[config.mk]
export PLATFORM = sky130hd
export DESIGN_NAME = y86_run_ctrl_flat
export DESIGN_NICKNAME = d
export VERILOG_FILES = /design/src/rtl/y86_run_ctrl_if.sv /design/src/rtl/y86_run_ctrl.sv /design/src/flat_wrapper.sv
export SDC_FILE = /design/constraint.sdc
export NUM_CORES = 1
export LEC_CHECK = 0
export CAP_MARGIN = 20
export CORE_MARGIN = 3
export CORE_UTILIZATION = 45
export CTS_CLUSTER_SIZE = 14
export DETAILED_ROUTE_END_ITERATION = 7
export GPL_ROUTABILITY_DRIVEN = 0
export HOLD_SLACK_MARGIN = 0.08
export PLACE_DENSITY = 0.87
export SYNTH_ARGS = -nofsm -noshare
export SYNTH_HDL_FRONTEND = slang
export SYNTH_SLANG_ARGS = --single-unit
[constraint.sdc]
create_clock -name clk_i -period 6.35 [get_ports clk_i]
set_clock_uncertainty 0.2 [all_clocks]
set_input_delay 1.27 -clock clk_i [delete_from_list [all_inputs] [get_ports clk_i]]
set_output_delay 1.27 -clock clk_i [all_outputs]
set_load 0.02 [all_outputs]
[src/rtl/y86_run_ctrl_if.sv]
// Bus between the Y86 datapath (master) and the PC/run controller (slave).
// Valid/ready: none; every input is a level sampled on each rising edge, and every output is registered state.
interface y86_run_ctrl_if #(
  parameter int ADDR_W = 64,
  parameter int CNT_W  = 32,
  parameter int NUM_BP = 2
);
  logic                     start_i;
  logic                     resume_i;
  logic                     stall_i;
  logic [ADDR_W-1:0]        npc_i;
  logic [3:0]               stat_i;
  logic [NUM_BP-1:0]        bp_en_i;
  logic [NUM_BP*ADDR_W-1:0] bp_addr_i;
  logic [ADDR_W-1:0]        PC_o;
  logic [1:0]               state_o;
  logic                     run_o;
  logic                     commit_o;
  logic [3:0]               halt_stat_o;
  logic [CNT_W-1:0]         cycle_cnt_o;
  logic [CNT_W-1:0]         instr_cnt_o;

  modport master (
    output start_i, resume_i, stall_i, npc_i, stat_i, bp_en_i, bp_addr_i,
    input  PC_o, state_o, run_o, commit_o, halt_stat_o, cycle_cnt_o, instr_cnt_o
  );

  modport slave (
    input  start_i, resume_i, stall_i, npc_i, stat_i, bp_en_i, bp_addr_i,
    output PC_o, state_o, run_o, commit_o, halt_stat_o, cycle_cnt_o, instr_cnt_o
  );
endinterface

[src/rtl/y86_run_ctrl.sv]
// PC register and IDLE/RUN/BREAK/HALT run controller for the Y86 single-cycle core.
// Optional RUN-cycle watchdog enabled by defining Y86_WATCHDOG_EN.
module y86_run_ctrl #(
  parameter int                ADDR_W     = 64,
  parameter int                CNT_W      = 32,
  parameter logic [ADDR_W-1:0] RESET_PC   = '0,
  parameter int                NUM_BP     = 2,
  parameter int                WDOG_LIMIT = 1000
) (
  input logic             clk_i,
  input logic             rst_n_i,
  y86_run_ctrl_if.slave   bus
);

  typedef enum logic [1:0] {
    S_IDLE  = 2'd0,
    S_RUN   = 2'd1,
    S_BREAK = 2'd2,
    S_HALT  = 2'd3
  } state_e;

  localparam logic [3:0] STAT_AOK  = 4'h1;
  localparam logic [3:0] STAT_WDOG = 4'h5;

`ifdef Y86_WATCHDOG_EN
  localparam bit WDOG_ON = 1'b1;
`else
  localparam bit WDOG_ON = 1'b0;
`endif

  state_e            state_q;
  logic [ADDR_W-1:0] pc_q;
  logic              commit_q;
  logic [3:0]        halt_stat_q;
  logic [CNT_W-1:0]  cycle_cnt_q, cycle_cnt_d;
  logic [CNT_W-1:0]  instr_cnt_q, instr_cnt_d;
  logic              bp_hit;
  logic              wdog_hit;

  // Counters stick at all-ones instead of wrapping.
  assign cycle_cnt_d = (&cycle_cnt_q) ? cycle_cnt_q : cycle_cnt_q + CNT_W'(1);
  assign instr_cnt_d = (&instr_cnt_q) ? instr_cnt_q : instr_cnt_q + CNT_W'(1);

  // With the watchdog compiled out this folds to a constant 0.
  assign wdog_hit = WDOG_ON && (cycle_cnt_d == CNT_W'(WDOG_LIMIT));

  always_comb begin
    bp_hit = 1'b0;
    for (int k = 0; k < NUM_BP; k++) begin
      if (bus.bp_en_i[k] && (bus.bp_addr_i[k*ADDR_W +: ADDR_W] == bus.npc_i)) bp_hit = 1'b1;
    end
  end

  always_ff @(posedge clk_i) begin
    if (!rst_n_i) begin
      state_q     <= S_IDLE;
      pc_q        <= RESET_PC;
      commit_q    <= 1'b0;
      halt_stat_q <= 4'h0;
      cycle_cnt_q <= '0;
      instr_cnt_q <= '0;
    end else begin
      commit_q <= 1'b0;
      unique case (state_q)
        S_IDLE: begin
          if (bus.start_i) state_q <= S_RUN;
        end
        S_RUN: begin
          if (bus.stall_i) begin
            cycle_cnt_q <= cycle_cnt_d;
            if (wdog_hit) begin
              state_q     <= S_HALT;
              halt_stat_q <= STAT_WDOG;
            end
          end else if (bus.stat_i != STAT_AOK) begin
            state_q     <= S_HALT;
            halt_stat_q <= bus.stat_i;
          end else if (wdog_hit) begin
            cycle_cnt_q <= cycle_cnt_d;
            state_q     <= S_HALT;
            halt_stat_q <= STAT_WDOG;
          end else begin
            // Breakpoint checks the committed npc, so PC already sits on the bp address.
            pc_q        <= bus.npc_i;
            instr_cnt_q <= instr_cnt_d;
            cycle_cnt_q <= cycle_cnt_d;
            commit_q    <= 1'b1;
            if (bp_hit) state_q <= S_BREAK;
          end
        end
        S_BREAK: begin
          if (bus.resume_i) state_q <= S_RUN;
        end
        default: begin
        end
      endcase
    end
  end

  assign bus.PC_o        = pc_q;
  assign bus.state_o     = state_q;
  assign bus.run_o       = (state_q == S_RUN);
  assign bus.commit_o    = commit_q;
  assign bus.halt_stat_o = halt_stat_q;
  assign bus.cycle_cnt_o = cycle_cnt_q;
  assign bus.instr_cnt_o = instr_cnt_q;

endmodule
[src/flat_wrapper.sv]
// flat-port wrapper written by rule: the top's interface ports become plain ports
module y86_run_ctrl_flat 
#(
  parameter int                ADDR_W     = 64,
  parameter int                CNT_W      = 32,
  parameter logic [ADDR_W-1:0] RESET_PC   = '0,
  parameter int                NUM_BP     = 2,
  parameter int                WDOG_LIMIT = 1000
)
  (clk_i, rst_n_i, bus_start_i, bus_resume_i, bus_stall_i, bus_npc_i, bus_stat_i, bus_bp_en_i, bus_bp_addr_i, bus_PC_o, bus_state_o, bus_run_o, bus_commit_o, bus_halt_stat_o, bus_cycle_cnt_o, bus_instr_cnt_o);
  y86_run_ctrl_if #(.ADDR_W(ADDR_W), .CNT_W(CNT_W), .NUM_BP(NUM_BP)) bus_i ();
  input logic clk_i;
  input logic rst_n_i;
  input wire logic [$bits(bus_i.start_i)-1:0] bus_start_i;
  input wire logic [$bits(bus_i.resume_i)-1:0] bus_resume_i;
  input wire logic [$bits(bus_i.stall_i)-1:0] bus_stall_i;
  input wire logic [$bits(bus_i.npc_i)-1:0] bus_npc_i;
  input wire logic [$bits(bus_i.stat_i)-1:0] bus_stat_i;
  input wire logic [$bits(bus_i.bp_en_i)-1:0] bus_bp_en_i;
  input wire logic [$bits(bus_i.bp_addr_i)-1:0] bus_bp_addr_i;
  output wire logic [$bits(bus_i.PC_o)-1:0] bus_PC_o;
  output wire logic [$bits(bus_i.state_o)-1:0] bus_state_o;
  output wire logic [$bits(bus_i.run_o)-1:0] bus_run_o;
  output wire logic [$bits(bus_i.commit_o)-1:0] bus_commit_o;
  output wire logic [$bits(bus_i.halt_stat_o)-1:0] bus_halt_stat_o;
  output wire logic [$bits(bus_i.cycle_cnt_o)-1:0] bus_cycle_cnt_o;
  output wire logic [$bits(bus_i.instr_cnt_o)-1:0] bus_instr_cnt_o;
  assign bus_i.start_i = bus_start_i;
  assign bus_i.resume_i = bus_resume_i;
  assign bus_i.stall_i = bus_stall_i;
  assign bus_i.npc_i = bus_npc_i;
  assign bus_i.stat_i = bus_stat_i;
  assign bus_i.bp_en_i = bus_bp_en_i;
  assign bus_i.bp_addr_i = bus_bp_addr_i;
  assign bus_PC_o = bus_i.PC_o;
  assign bus_state_o = bus_i.state_o;
  assign bus_run_o = bus_i.run_o;
  assign bus_commit_o = bus_i.commit_o;
  assign bus_halt_stat_o = bus_i.halt_stat_o;
  assign bus_cycle_cnt_o = bus_i.cycle_cnt_o;
  assign bus_instr_cnt_o = bus_i.instr_cnt_o;
  y86_run_ctrl #(.ADDR_W(ADDR_W), .CNT_W(CNT_W), .RESET_PC(RESET_PC), .NUM_BP(NUM_BP), .WDOG_LIMIT(WDOG_LIMIT)) u_core (.clk_i(clk_i), .rst_n_i(rst_n_i), .bus(bus_i));
endmodule
After elaboration in Yosys (flattened, before gate mapping)
Index checks and enable logic that the tools add are counted.
{ "word_totals": {"reg_bits": 135, "inputBits": 203, "wordCells": 47} }
{ "op_classes": {"addsub": 2, "n_eq_ne": 10, "muxes": 12, "bitwise_logic": 5, "n_reduce_logical": 12} }
{ "ops": {"columns": ["cell", "count"], "rows": [
  ["equality test 64 bit", 2],
  ["two-way mux 32 bit", 3],
  ["adder 32 x 1 -> 32 bit (second input constant)", 2],
  ["AND reduction 32 bit", 2],
  ["two-way mux 2 bit", 5],
  ["!= test 2 bit (second input constant)", 4],
  ["one-hot mux 2 bit (3 select lines)", 1],
  ["AND reduction 3 bit", 2],
  ["NOT 1 bit", 5],
  ["AND reduction 5 bit", 1],
  ["!= test 4 x 1 -> 1 bit (second input constant)", 1],
  ["AND reduction 4 bit", 1],
  ["two-way mux 1 bit", 3],
  ["!= test 3 x 1 -> 1 bit (second input constant)", 1],
  ["nonzero test 3 bit", 1],
  ["OR reduction 3 bit", 1],
  ["equality test 2 x 1 -> 1 bit (second input constant)", 1],
  ["equality test 2 bit (second input constant)", 1],
  ["logical AND 1 bit", 2],
  ["zero test 2 bit", 1],
  ["AND reduction 2 bit", 1]
]} }

Depth between registers and ports, before layout
Gate-level depths: netlist (run 1).
{ "depth": {"depth_word": 8, "depth_mapped": 9} }

Least setup slack after synthesis (run 1)
Ideal clock, no wire load.
{ "synth_timing": {"path_type": "in2reg", "from": "in bus_stat_i[3]", "to": "reg u_core.instr_cnt_q[9], in the netlist u_core.bus.instr_cnt_o[9]", "arrival_time_ns": 2.804, "t_required_ns": 6.035, "path_slack_ns": 3.232, "stages": 7, "path_buffers": 1, "cell_sequence": "nor4b_2 -> nand3b_1 -> a311oi_1 -> buf_2 -> nand4_1 -> xnor2_1 -> and2_1"} }
{ "synth_between": {"elab_chain_len": 3} }
{ "synth_lines": {"columns": ["item", "line_no", "source"], "rows": [
  ["start: declaration", "flat_wrapper.sv:18", "input wire logic [$bits(bus_i.stat_i)-1:0] bus_stat_i;"],
  ["!= test 4 x 1 -> 1 bit", "y86_run_ctrl.sv:75", "end else if (bus.stat_i != STAT_AOK) begin"],
  ["NOT 1 bit (no source line)", null, null],
  ["AND reduction 4 bit (no source line)", null, null],
  ["end signal: assignment", "y86_run_ctrl.sv:85", "instr_cnt_q <= instr_cnt_d;"],
  ["end: declaration", "y86_run_ctrl.sv:36", "logic [CNT_W-1:0] instr_cnt_q, instr_cnt_d;"]
]} }
Every way passes these cells.
A chain may end at the register's enable or synchronous reset.

Final worst setup path (run 1)
{ "layout_timing": {"from": "in bus_stat_i[3]", "to": "reg u_core.instr_cnt_q[25], in the netlist u_core.bus.instr_cnt_o[25]"} }
Same word-level chain as after synthesis.

==> impl_summary.md, run 1 <==
Clock tree
The CTS tree is built. Once the clock tree was built, the setup fixing pass inserted 0 buffers. The CTS root buffer is sky130_fd_sc_hd__clkbuf_16. After clock tree synthesis, the flow added hold-fix buffers numbering 0. The post-CTS clock slew at the launch and capture registers of the worst setup and hold paths is 0.06 ns.

After clock tree synthesis, the repair step resized 0 gates. The clock network latency to the later pin of the worst-skew pair is 0.41 ns. The H-tree level count is 4. Counting every sink on the clock net gives 135. Buffers inserted during clock tree synthesis total 17. No sink is reached through more buffers than the 2 on the longest clock path.

GRT
The pin count of the biggest net entering global routing is 92. The final global-route overflow total is 0. The initial antenna violation count is 1. The number of global-route vias before repair is 7307.

The global-route wire length before repair is 41660 um. Global routing consumed, over all layers together, 30.89% of the routing resources.

Die
The horizontal die dimension is 132.3 um. During I/O placement, the number of pins put on the boundary was 339. The height of the die is 132.3 um. The area of the placeable core is 15430 sq um. The placement row count is 45. The die covers 17510 sq um. The starting density of the core is 46.54%.

STA
The maximum frequency from static timing analysis is 253.9 MHz. The final number of hold-violating endpoints came to 0. The max-slew violation total from the final report is 0. Setup total negative slack on the finished layout was measured at 0 ns.

Dividing the final minimum period by the clock period gives 62.03%. For the pin with the worst max-slew slack, the measured transition is 0.7774 ns. The count of final setup violators is 0. Setup repair after global routing left no endpoint under its margin.

After layout, the minimum clock period comes to 3.939 ns. The worst pin sits at a relative slew slack of 48.17%.

Drt
The final routed DRC violation total is 0. Once detail routing completed, the nets flagged for antenna violations numbered 0. The final routed wirelength across all metal layers is 28200 um. The initial DRC count is 597. The via count is 7408.

Using the TritonRoute via totals, the vias-per-cell ratio works out to 5.326. Dividing the detail-routed wire length by the instance count gives 20.27 um. The number of iterations in the first detailed-routing pass is 5.

Pwr
The completed layout was analyzed and its total power is 2320 uW. Internal power comes to 1800 uW. The share of total power dissipated in sequential elements is 36.9%.

VDD sags by at most 0.1991 mV. The combinational share of power is 13.6%. The net switching share of the total power is 22.40%.

In this run the power spent charging and discharging nets is 519.6 uW. The power density of the placed cells is 203.2 nW/um^2. The clock network accounts for 49.5% of the total power. The static leakage power is 0.004096 uW.

Synthesis
The cell area after synthesis is 7179 sq um. Of the total synthesized cell area, the portion taken by XOR and XNOR cells is 20.13%. For this run, the register share of the synthesized area comes to 37.64%. Synthesis produced a netlist whose cell count is 839.

The synthesized netlist devotes 10.68% of its cell area to compound gates. The number of flops mapped to enable cells by yosys is 0. The share of synthesized cell area in and, or, nand and nor gates is 27.47%. The mux contribution to synthesized area is 0.6971%. The count of unique library cells instantiated by Yosys is 58. In this run, synthesis produced a sequential element count of 135. A synthesized cell averages 8.557 sq um.

The combinational family with the most area after synthesis is simple AND/OR/NAND/NOR gates. The number of nets in the synthesized netlist is 1044. Of the total synthesized cell area, the portion taken by full adders, half adders and majority gates is 0.3486%. Of all flip-flops after synthesis, the portion carrying an async set or reset was 0%.

The count of warnings emitted by yosys is 0. The most used flip-flop cell after synthesis is sky130_fd_sc_hd__dfxtp_1.

Finish
The number of nets in the final layout is 1373. The post-route netlist has 4.831% of its cells at a drive strength greater than 1. Summing all flip-flop and latch instances after layout gives 2703 sq um. 0 antenna diodes ended up in the layout. The area growth from synthesis to final layout is 59.01%. Fill cells in the final layout number 1127. In the final layout, the multi-input gates occupy 4260 sq um.

Placed design
The HPWL after detailed placement is 21830 um. Port buffering added 338 buffers.

Setup path
The worst setup path is of the in2reg kind. The kind of start point of the critical path is an input port. In this run the critical register-to-register path is launched from u_core.bus.state_o[0].

Tracing the worst setup path back leads to its startpoint at bus_stat_i[3]. Data on the critical path is required at its endpoint by 6.46 ns. Data arrives at the worst endpoint at 4.05 ns. Of all nets on the critical path, the largest fanout is 33.

STA classifies the critical path endpoint as a flip-flop.

Run
The count of maximum capacitance violations is 0.

Hold path
The startpoint of the tightest hold check path is u_core.bus.halt_stat_o[0]. The class of the tightest hold or removal check is reg2reg.

Status
The flow ran to the end, and the final reports show no timing, DRC or antenna violations.
## registers in the layout, summed over array words and instances, names as in the netlist
register,flops
u_core.bus.instr_cnt_o,32
u_core.bus.commit_o,1
u_core.bus.state_o,2
u_core.bus.PC_o,64
u_core.bus.halt_stat_o,4
u_core.bus.cycle_cnt_o,32
## cell type report
class / instances / area share [%]
multi-input combinational: 649 / 37.32
timing repair buffer: 344 / 30.01
sequential: 135 / 23.67
clock inverter: 11 / 1.907
clock buffer: 20 / 4.088
inverter: 21 / 0.6905
tap: 211 / 2.313
## cell usage after synthesis, types with 2 or more instances
| cell | number | area [sq um] |
|---|---|---|
| sky130_fd_sc_hd__nand2_1 | 161 | 604.3 |
| sky130_fd_sc_hd__dfxtp_1 | 135 | 2703 |
| sky130_fd_sc_hd__xnor2_1 | 85 | 744.5 |
| sky130_fd_sc_hd__xor2_1 | 80 | 700.7 |
| sky130_fd_sc_hd__a21boi_0 | 65 | 488.0 |
| sky130_fd_sc_hd__and2_1 | 50 | 312.8 |
| sky130_fd_sc_hd__nand4_1 | 33 | 206.5 |
| sky130_fd_sc_hd__clkbuf_1 | 27 | 101.4 |
| sky130_fd_sc_hd__nand3_1 | 24 | 120.1 |
| sky130_fd_sc_hd__inv_1 | 21 | 78.83 |
| sky130_fd_sc_hd__nor2b_1 | 19 | 118.9 |
| sky130_fd_sc_hd__nor4_1 | 15 | 93.84 |
| sky130_fd_sc_hd__nor2_1 | 14 | 52.55 |
| sky130_fd_sc_hd__nor3_1 | 11 | 55.05 |
| sky130_fd_sc_hd__and3_1 | 8 | 50.05 |
| sky130_fd_sc_hd__and4_1 | 8 | 70.07 |
| sky130_fd_sc_hd__nand2b_1 | 7 | 43.79 |
| sky130_fd_sc_hd__o21ai_0 | 6 | 30.03 |
| sky130_fd_sc_hd__a21oi_1 | 5 | 25.02 |
| sky130_fd_sc_hd__mux2i_1 | 5 | 50.05 |
| sky130_fd_sc_hd__o22ai_1 | 4 | 25.02 |
| sky130_fd_sc_hd__or3_1 | 4 | 25.02 |
| sky130_fd_sc_hd__a221oi_1 | 3 | 26.28 |
| sky130_fd_sc_hd__a31oi_1 | 3 | 18.77 |
| sky130_fd_sc_hd__and4_4 | 3 | 33.78 |
| sky130_fd_sc_hd__buf_1 | 3 | 11.26 |
| sky130_fd_sc_hd__buf_2 | 3 | 15.01 |
| sky130_fd_sc_hd__ha_1 | 2 | 25.02 |
| sky130_fd_sc_hd__nand3b_1 | 2 | 15.01 |
| sky130_fd_sc_hd__nand4b_1 | 2 | 17.52 |
| sky130_fd_sc_hd__nor2_2 | 2 | 12.51 |
| sky130_fd_sc_hd__nor4_4 | 2 | 42.54 |
| sky130_fd_sc_hd__o221ai_1 | 2 | 17.52 |
## metal layers
| layer | wire, um | global-route usage (%) | vias to the layer above |
|---|---|---|---|
| li1 | - | - | 3484 |
| met1 | 11190 | 38.02 | 3521 |
| met2 | 13520 | 51.34 | 347 |
| met3 | 2678 | 10.27 | 54 |
| met4 | 797 | 9.758 | 2 |
| met5 | 9 | 0 | - |
## worst max-delay path, stage by stage
cell and delay [ns]:
sky130_fd_sc_hd__clkdlybuf4s50_1 0.45, sky130_fd_sc_hd__nor4b_2 0.55, sky130_fd_sc_hd__nand3b_1 0.16, sky130_fd_sc_hd__buf_4 0.28
sky130_fd_sc_hd__a311oi_1 0.64, sky130_fd_sc_hd__buf_4 0.27, sky130_fd_sc_hd__nand4_1 0.11, sky130_fd_sc_hd__xnor2_1 0.15
sky130_fd_sc_hd__and2_1 0.15
## worst paths after layout
check	endpoint	slack (ns)	cells past startpoint
max	u_core.bus.instr_cnt_o[25]	2.41	9
min	u_core.bus.halt_stat_o[0]	0.25	2
max reg2reg	u_core.bus.instr_cnt_o[25]	3.57	8
min reg2reg	u_core.bus.halt_stat_o[0]	0.25	2
## cells in the final DEF (no fill, tap or decap), drive strengths merged, types with 2 or more instances in the layout
| master | n |
|---|---|
| xor2 | 80 |
| nand4b | 2 |
| a21boi | 65 |
| nand2 | 162 |
| and2 | 50 |
| xnor2 | 85 |
| a31oi | 3 |
| o22ai | 4 |
| or3 | 4 |
| bufinv | 6 |
| a221oi | 3 |
| clkinvlp | 2 |
| nor3 | 12 |
| buf | 7 |
| nor4 | 17 |
| o221ai | 2 |
| nor2 | 16 |
| ha | 2 |
| clkbuf | 20 |
| a21oi | 5 |
| and4 | 12 |
| o21ai | 6 |
| dfxtp | 135 |
| nand3 | 24 |
| nand3b | 2 |
| nand4 | 33 |
| inv | 23 |
| nand2b | 7 |
| and3 | 9 |
| clkdlybuf4s50 | 337 |
| mux2i | 5 |
| nor2b | 19 |
## power groups by stage
stage               logic (uW)  clock network, uW  registers, uW
CTS                        311               1160            857
detailed placement         309                  0            875
finish                     316               1150            857
global placement           305                  0            875
global route               330               1190            857
floorplan                  100                  0            882
## through the flow
stage / util, % / cells / setup WS [ns] / hold slack (ns) / cell area (sq um)
4_1_cts: 73.95 / 1390 / 2.227 / 0.2498 / 11410
3_5_place_dp: 69.51 / 1359 / 1.846 / 0.2396 / 10720
5_1_grt: 74.00 / 1391 / 2.184 / 0.2815 / 11420
6_report: 74.00 / 1391 / 2.411 / 0.2502 / 11420
3_3_place_gp: 69.51 / 1359 / 1.917 / 0.2359 / 10720
2_1_floorplan: - / 839 / 3.232 / 0.3201 / 7179
## cells by family (layout without fill, tap and decap cells)
group | count (synthesis) | after routing
AOI/OAI and AO/OA | 102 | 102
and+or+nand+nor | 375 | 375
xor gates and xnor gates | 165 | 165
adders and majority gates | 2 | 2
buffers and inverters | 55 | 396
DFF | 135 | 135
muxes | 5 | 5
(Power assumes the default switching activity.)
==> inputs of run 2 (changes only) <==
--- a/config.mk
+++ b/config.mk
@@ -7,12 +7,12 @@
 export LEC_CHECK = 0
 export CAP_MARGIN = 20
 export CORE_MARGIN = 3
-export CORE_UTILIZATION = 45
+export CORE_UTILIZATION = 42
 export CTS_CLUSTER_SIZE = 14
 export DETAILED_ROUTE_END_ITERATION = 7
 export GPL_ROUTABILITY_DRIVEN = 0
 export HOLD_SLACK_MARGIN = 0.08
-export PLACE_DENSITY = 0.87
+export PLACE_DENSITY = 0.82
 export SYNTH_ARGS = -nofsm -noshare
 export SYNTH_HDL_FRONTEND = slang
 export SYNTH_SLANG_ARGS = --single-unit
==> constraint.sdc (replaced) <==
create_clock -name clk_i -period 4.1 [get_ports clk_i]
set_clock_uncertainty 0.2 [all_clocks]
set_input_delay 0.82 -clock clk_i [delete_from_list [all_inputs] [get_ports clk_i]]
set_output_delay 0.82 -clock clk_i [all_outputs]
set_load 0.02 [all_outputs]
==> run 2 against run 1 <==
First-iteration DRC count down 20%. Critical path type unchanged. Routed wire length is 1.1% lower. Power up 43%. Sequential power grew 55%. Clock power rose by 30%. Die area up 6.8%. Critical path depth fell by 1. Worst setup slack got worse by 1.3 ns. Combinational power is 55% higher. Register-to-register slack got worse by 2.1 ns. Non-clock buffer count up 1. Design area shrank 0.80%.
==> impl_summary.md, run 2 (same netlist as run 1, synthesis figures left out) <==
STA
The slew at the pin closest to its max-slew limit is 0.8704 ns. Based on the critical path, the design can be clocked at up to 330.8 MHz. The max-slew violation total from the final report was 0. Setup repair after global routing left no endpoint under its margin.

The final number of hold-violating endpoints was 0. The worst relative slew slack is 41.98%. The clock period minus final worst setup slack is 3.023 ns. Setup violations remaining at the end of the flow were counted as 0. The worst path uses 73.72% of the clock period. The setup TNS is 0 ns.

Die
The region available for standard cell placement spans 16640 sq um. The I/O pin count is 339. The placement row count is 47. The die area is 18700 sq um. The height of the die is 136.7 um. The floorplan step set the die width to 136.7 um. The initial utilization of the core area, before any placement, comes to 43.14%.

Setup path
The largest fanout on the critical path is 3. The kind of start point of the critical path is an input port. The kind of capture point of the worst setup path is a flip-flop.

Data on the critical path arrives at its endpoint at 3.12 ns. The required time of the worst setup path is 4.20 ns. The critical path is of the in2reg type.

Pwr
The static leakage power is 0.004058 uW. Power spread over the standard cell area amounts to 293.3 nW/um^2. The share of total power in sequential cells is 40.0%. VDD sags by at most 0.2566 mV.

Combinational logic burns 14.7% of the power. Net switching is 24.34% of the power. The analysis attributes to net switching a power of 808.2 uW.

The portion of total power attributed to the clock network is 45.3%. The cell-internal power is 2513 uW.

Clock tree
Counting along the longest clock path gives a buffer depth of 2. The post-CTS clock slew at the launch and capture registers of the worst setup and hold paths is 0.06 ns. The H-tree level count is 4. Hold repair after CTS inserted 0 buffers. The clock network latency to the later pin of the worst-skew pair is 0.41 ns. The CTS root buffer is sky130_fd_sc_hd__clkbuf_16.

TritonCTS built the clock tree. Counting the buffers created by CTS gives 17. Counting every sink on the clock net gives 135. The post-cts sizing count is 0. Post-CTS timing repair inserted 0 buffers for setup.

Drt
Across all layers, the routed design uses 7243 vias. The routed length per instance is 19.89 um. Wires add up to 27890 um.

The post-detailed-route via-to-cell ratio is 5.166. For this block, the initial DRC count from the detailed router was 478. The count of nets left with antenna violations once routing finished came out at 0. After detailed routing, the number of remaining DRC violations is 0.

The first TritonRoute pass finished after 5 iterations.

GRT
The first global-routing pass estimated 41070 um of wire. The number of global-route vias before repair is 6996. The initial antenna violation count came to 1. Summed over all layers, the global routing overflow is 0.

The global router's overall resource usage is 29.27%. Entering global routing, the biggest net connects 95 pins.

Hold path
In this run the worst hold path is classified as reg2reg.

Finish
The core utilization of the finished layout is 68.05%. The count of inserted antenna diode cells is 0. The library cells used most frequently in the layout, excluding fill and tap cells, are sky130_fd_sc_hd__clkdlybuf4s50_1, sky130_fd_sc_hd__nand2_1, sky130_fd_sc_hd__dfxtp_1, sky130_fd_sc_hd__xnor2_1, sky130_fd_sc_hd__xor2_1. In the final design database the tool counted 1374 nets. The register with the most flip-flops in the layout has 64 of them. The area growth from synthesis to final layout is 57.74%. The fraction of final layout cells with drive strength greater than 1 is 4.738%. Leaving out fill and tap cells, the most frequent cell in the layout is sky130_fd_sc_hd__clkdlybuf4s50_1.

Placed design
The count of buffers inserted at the top-level ports is 338. The HPWL after detailed placement is 22080 um.

Run
The count of maximum capacitance violations is 0.

Status
The flow ran to the end, and the final reports show no timing, DRC or antenna violations.
## run 2: changes by cell type in the layout (fill, tap and decap cells not counted)
cell,before,now
sky130_fd_sc_hd__buf_4,7,8
sky130_fd_sc_hd__bufinv_16,6,2
sky130_fd_sc_hd__clkbuf_1,0,3
sky130_fd_sc_hd__clkbuf_8,3,1
sky130_fd_sc_hd__clkinv_2,1,4
sky130_fd_sc_hd__clkinv_4,0,4
sky130_fd_sc_hd__clkinvlp_4,2,0
sky130_fd_sc_hd__inv_6,2,1
## run 2: path summary, 6_finish.rpt
check | endpoint | depth (start not counted) | slack [ns] | start
setup / recovery | u_core.bus.state_o[0] | 8 | 1.08 | bus_npc_i[63]
hold / removal | u_core.bus.halt_stat_o[0] | 2 | 0.25 | u_core.bus.halt_stat_o[0]
setup reg to reg | u_core.bus.cycle_cnt_o[3] | 8 | 1.51 | u_core.bus.cycle_cnt_o[0]
hold reg to reg | u_core.bus.halt_stat_o[0] | 2 | 0.25 | u_core.bus.halt_stat_o[0]
## run 2: worst max-delay path, cell delays in order
cell                              delay [ns]
sky130_fd_sc_hd__clkdlybuf4s50_1        0.61
sky130_fd_sc_hd__xnor2_1                0.15
sky130_fd_sc_hd__o221ai_1               0.16
sky130_fd_sc_hd__nor4_1                 0.47
sky130_fd_sc_hd__nand4_1                0.15
sky130_fd_sc_hd__o41ai_1                0.38
sky130_fd_sc_hd__a31oi_1                0.10
sky130_fd_sc_hd__o221a_2                0.28
## run 2: layer usage
metal	global-route usage, %	vias up	part of all wire (%)
met5	0	-	0.047
met4	8.847	2	2.1
met3	9.081	46	9.0
met2	46.85	300	47
met1	37.90	3396	41
li1	-	3499	-
## run 2: power by group through the flow
stage	Sequential (uW)	Combinational (uW)	Clock (uW)
final	1330	490	1500
after global routing	1330	516	1580
after CTS	1330	486	1520
after detailed placement	1360	482	0
after global placement	1360	480	0
after floorplan	1370	155	0
## run 2: layout make-up
| type | instances | area [sq um] |
|---|---|---|
| Timing Repair Buffer | 345 | 3433 |
| Tap cell | 220 | 275.3 |
| Fill cell | 1371 | 5318 |
| Clock inverter | 11 | 123.9 |
| Clock buffer | 21 | 450.4 |
| Multi-Input combinational cell | 649 | 4260 |
| Sequential cell | 135 | 2703 |
| Inverter | 21 | 78.83 |
## run 2: through the flow
stage | area, sq um | cells | power (uW) | hold WS [ns] | setup slack [ns]
after CTS | 11320 | 1402 | 3331 | 0.2532 | 1.072
after detailed placement | 10750 | 1370 | 1838 | 0.2441 | 0.6361
after floorplan | 7179 | 839 | 1520 | 0.3201 | 1.432
final | 11320 | 1402 | 3321 | 0.2528 | 1.077
after global placement | 10750 | 1370 | 1836 | 0.2359 | 0.6666
after global routing | 11320 | 1402 | 3428 | 0.2725 | 0.9322
==> edit: new RTL, settings of run 2 <==
`CNT_W` is set to 32 in 3 places; all go to 48.
--- a/src/rtl/y86_run_ctrl_if.sv
+++ b/src/rtl/y86_run_ctrl_if.sv
@@ -3,5 +3,5 @@
 interface y86_run_ctrl_if #(
   parameter int ADDR_W = 64,
-  parameter int CNT_W  = 32,
+  parameter int CNT_W  = 48,
   parameter int NUM_BP = 2
 );
--- a/src/rtl/y86_run_ctrl.sv
+++ b/src/rtl/y86_run_ctrl.sv
@@ -3,5 +3,5 @@
 module y86_run_ctrl #(
   parameter int                ADDR_W     = 64,
-  parameter int                CNT_W      = 32,
+  parameter int                CNT_W      = 48,
   parameter logic [ADDR_W-1:0] RESET_PC   = '0,
   parameter int                NUM_BP     = 2,
--- a/src/flat_wrapper.sv
+++ b/src/flat_wrapper.sv
@@ -3,5 +3,5 @@
 #(
   parameter int                ADDR_W     = 64,
-  parameter int                CNT_W      = 32,
+  parameter int                CNT_W      = 48,
   parameter logic [ADDR_W-1:0] RESET_PC   = '0,
   parameter int                NUM_BP     = 2,
Interface: changed (resized bus_cycle_cnt_o and bus_instr_cnt_o); port bits go from 339 to 371. No check against the original RTL was run, so the function may have changed too.
==> edit against run 2 <==
- global-route usage about the same
- synthesized area rose by 19%
- routed wire length up 20%
- count of clock-buffer cells in the layout down 3
- worst setup slack worse by 0.20 ns
- fmax fell by 6.1%
- sequential power grew 23%
- sequential cell count up 32
- register-to-register slack lost 0.47 ns
- design area increased by 16%
- die area up 18%
- first-iteration DRC count down 3.3%
- power increased by 9.7%
- critical path type unchanged
- largest cell class unchanged
- largest power group is now sequential cells
- highest routed layer is now met4
==> edit: results (changes against run 2) <==
Outcome - completed
Clock Latency Late Sink - 0.43 ns (+0.02 ns)
Logic pwr share - 13.5% (-1.2 points)
Detailed placer's ending HPWL - 26400 um (+20%)
Iteration-0 DRC Markers - 462 (-3.3%)
Min cycle time layout - 3.22 ns (+0.196 ns)
Crit. Startpoint - bus_npc_i[29]
R2r startpoint - u_core.bus.instr_cnt_o[0]
Mux contribution to synthesized area - 0.469% (-0.23 points)
Vias - 9014 (+24%)
CP peak stage delay - 0.67 ns (+0.06 ns)
Int Pwr - 2690 uW (+7.0%)
Compound-gate portion of the synthesized area - 9.45% (-1.2 points)
Sequential Power - 1640 uW (+23%)
Layout Nets - 1610 (+17%)
Capturing point of the worst reg2reg path - u_core.bus.instr_cnt_o[36]
WL final - 33300 um (+20%)
Initial antenna violation count - 0 (-1)
Xor/xnor share of the synthesized area - 19.0% (-1.1 points)
Initial DRT Pass Iterations - 4 (-1)
Worst-Margin Slew - 0.815 ns (-0.0549 ns)
Largest net degree at the start of global routing - 75 (-21%)
Yosys cell types - 65 (+12%)
Syn_nets - 1248 (+20%)
Synthesized-area fraction occupied by adder cells - 0.293% (-0.055 points)
Vias in the first global route - 8841 (+26%)
PortBufs - 370 (+9.5%)
GRT Util Overall - 29.3% (about the same)
Crit path DAT - 3.33 ns (+0.21 ns)
edit: metal layers:
metal	part of all wire, %	global-route usage [%]	up-vias
met5	0	0	-
met4	3.1	9.98	0
met3	10	10.3	73
met2	47	47.4	408
met1	40	36.5	4238
li1	-	-	4295
edit: per-stage QoR:
step	instance area, um^2	hold WS (ns)	instances	power [uW]
floorplan	8540	0.321	1043	1830
finish	13100	0.253	1683	3640
global placement	12600	0.241	1651	2150
detailed placement	12600	0.246	1651	2160
global route	13100	0.270	1683	3760
CTS	13100	0.255	1683	3660
edit: area by class of cell:
cell class | instances | area, um^2 | area share (%)
inverters | 38 | 145 | 1.11
flip-flops and latches | 167 | 3340 | 25.5
well taps | 265 | 332 | 2.53
repair buffers | 386 | 3860 | 29.5
clock inverters | 14 | 120 | 0.917
multi-input cells | 795 | 4870 | 37.2
clock buffers | 18 | 429 | 3.28
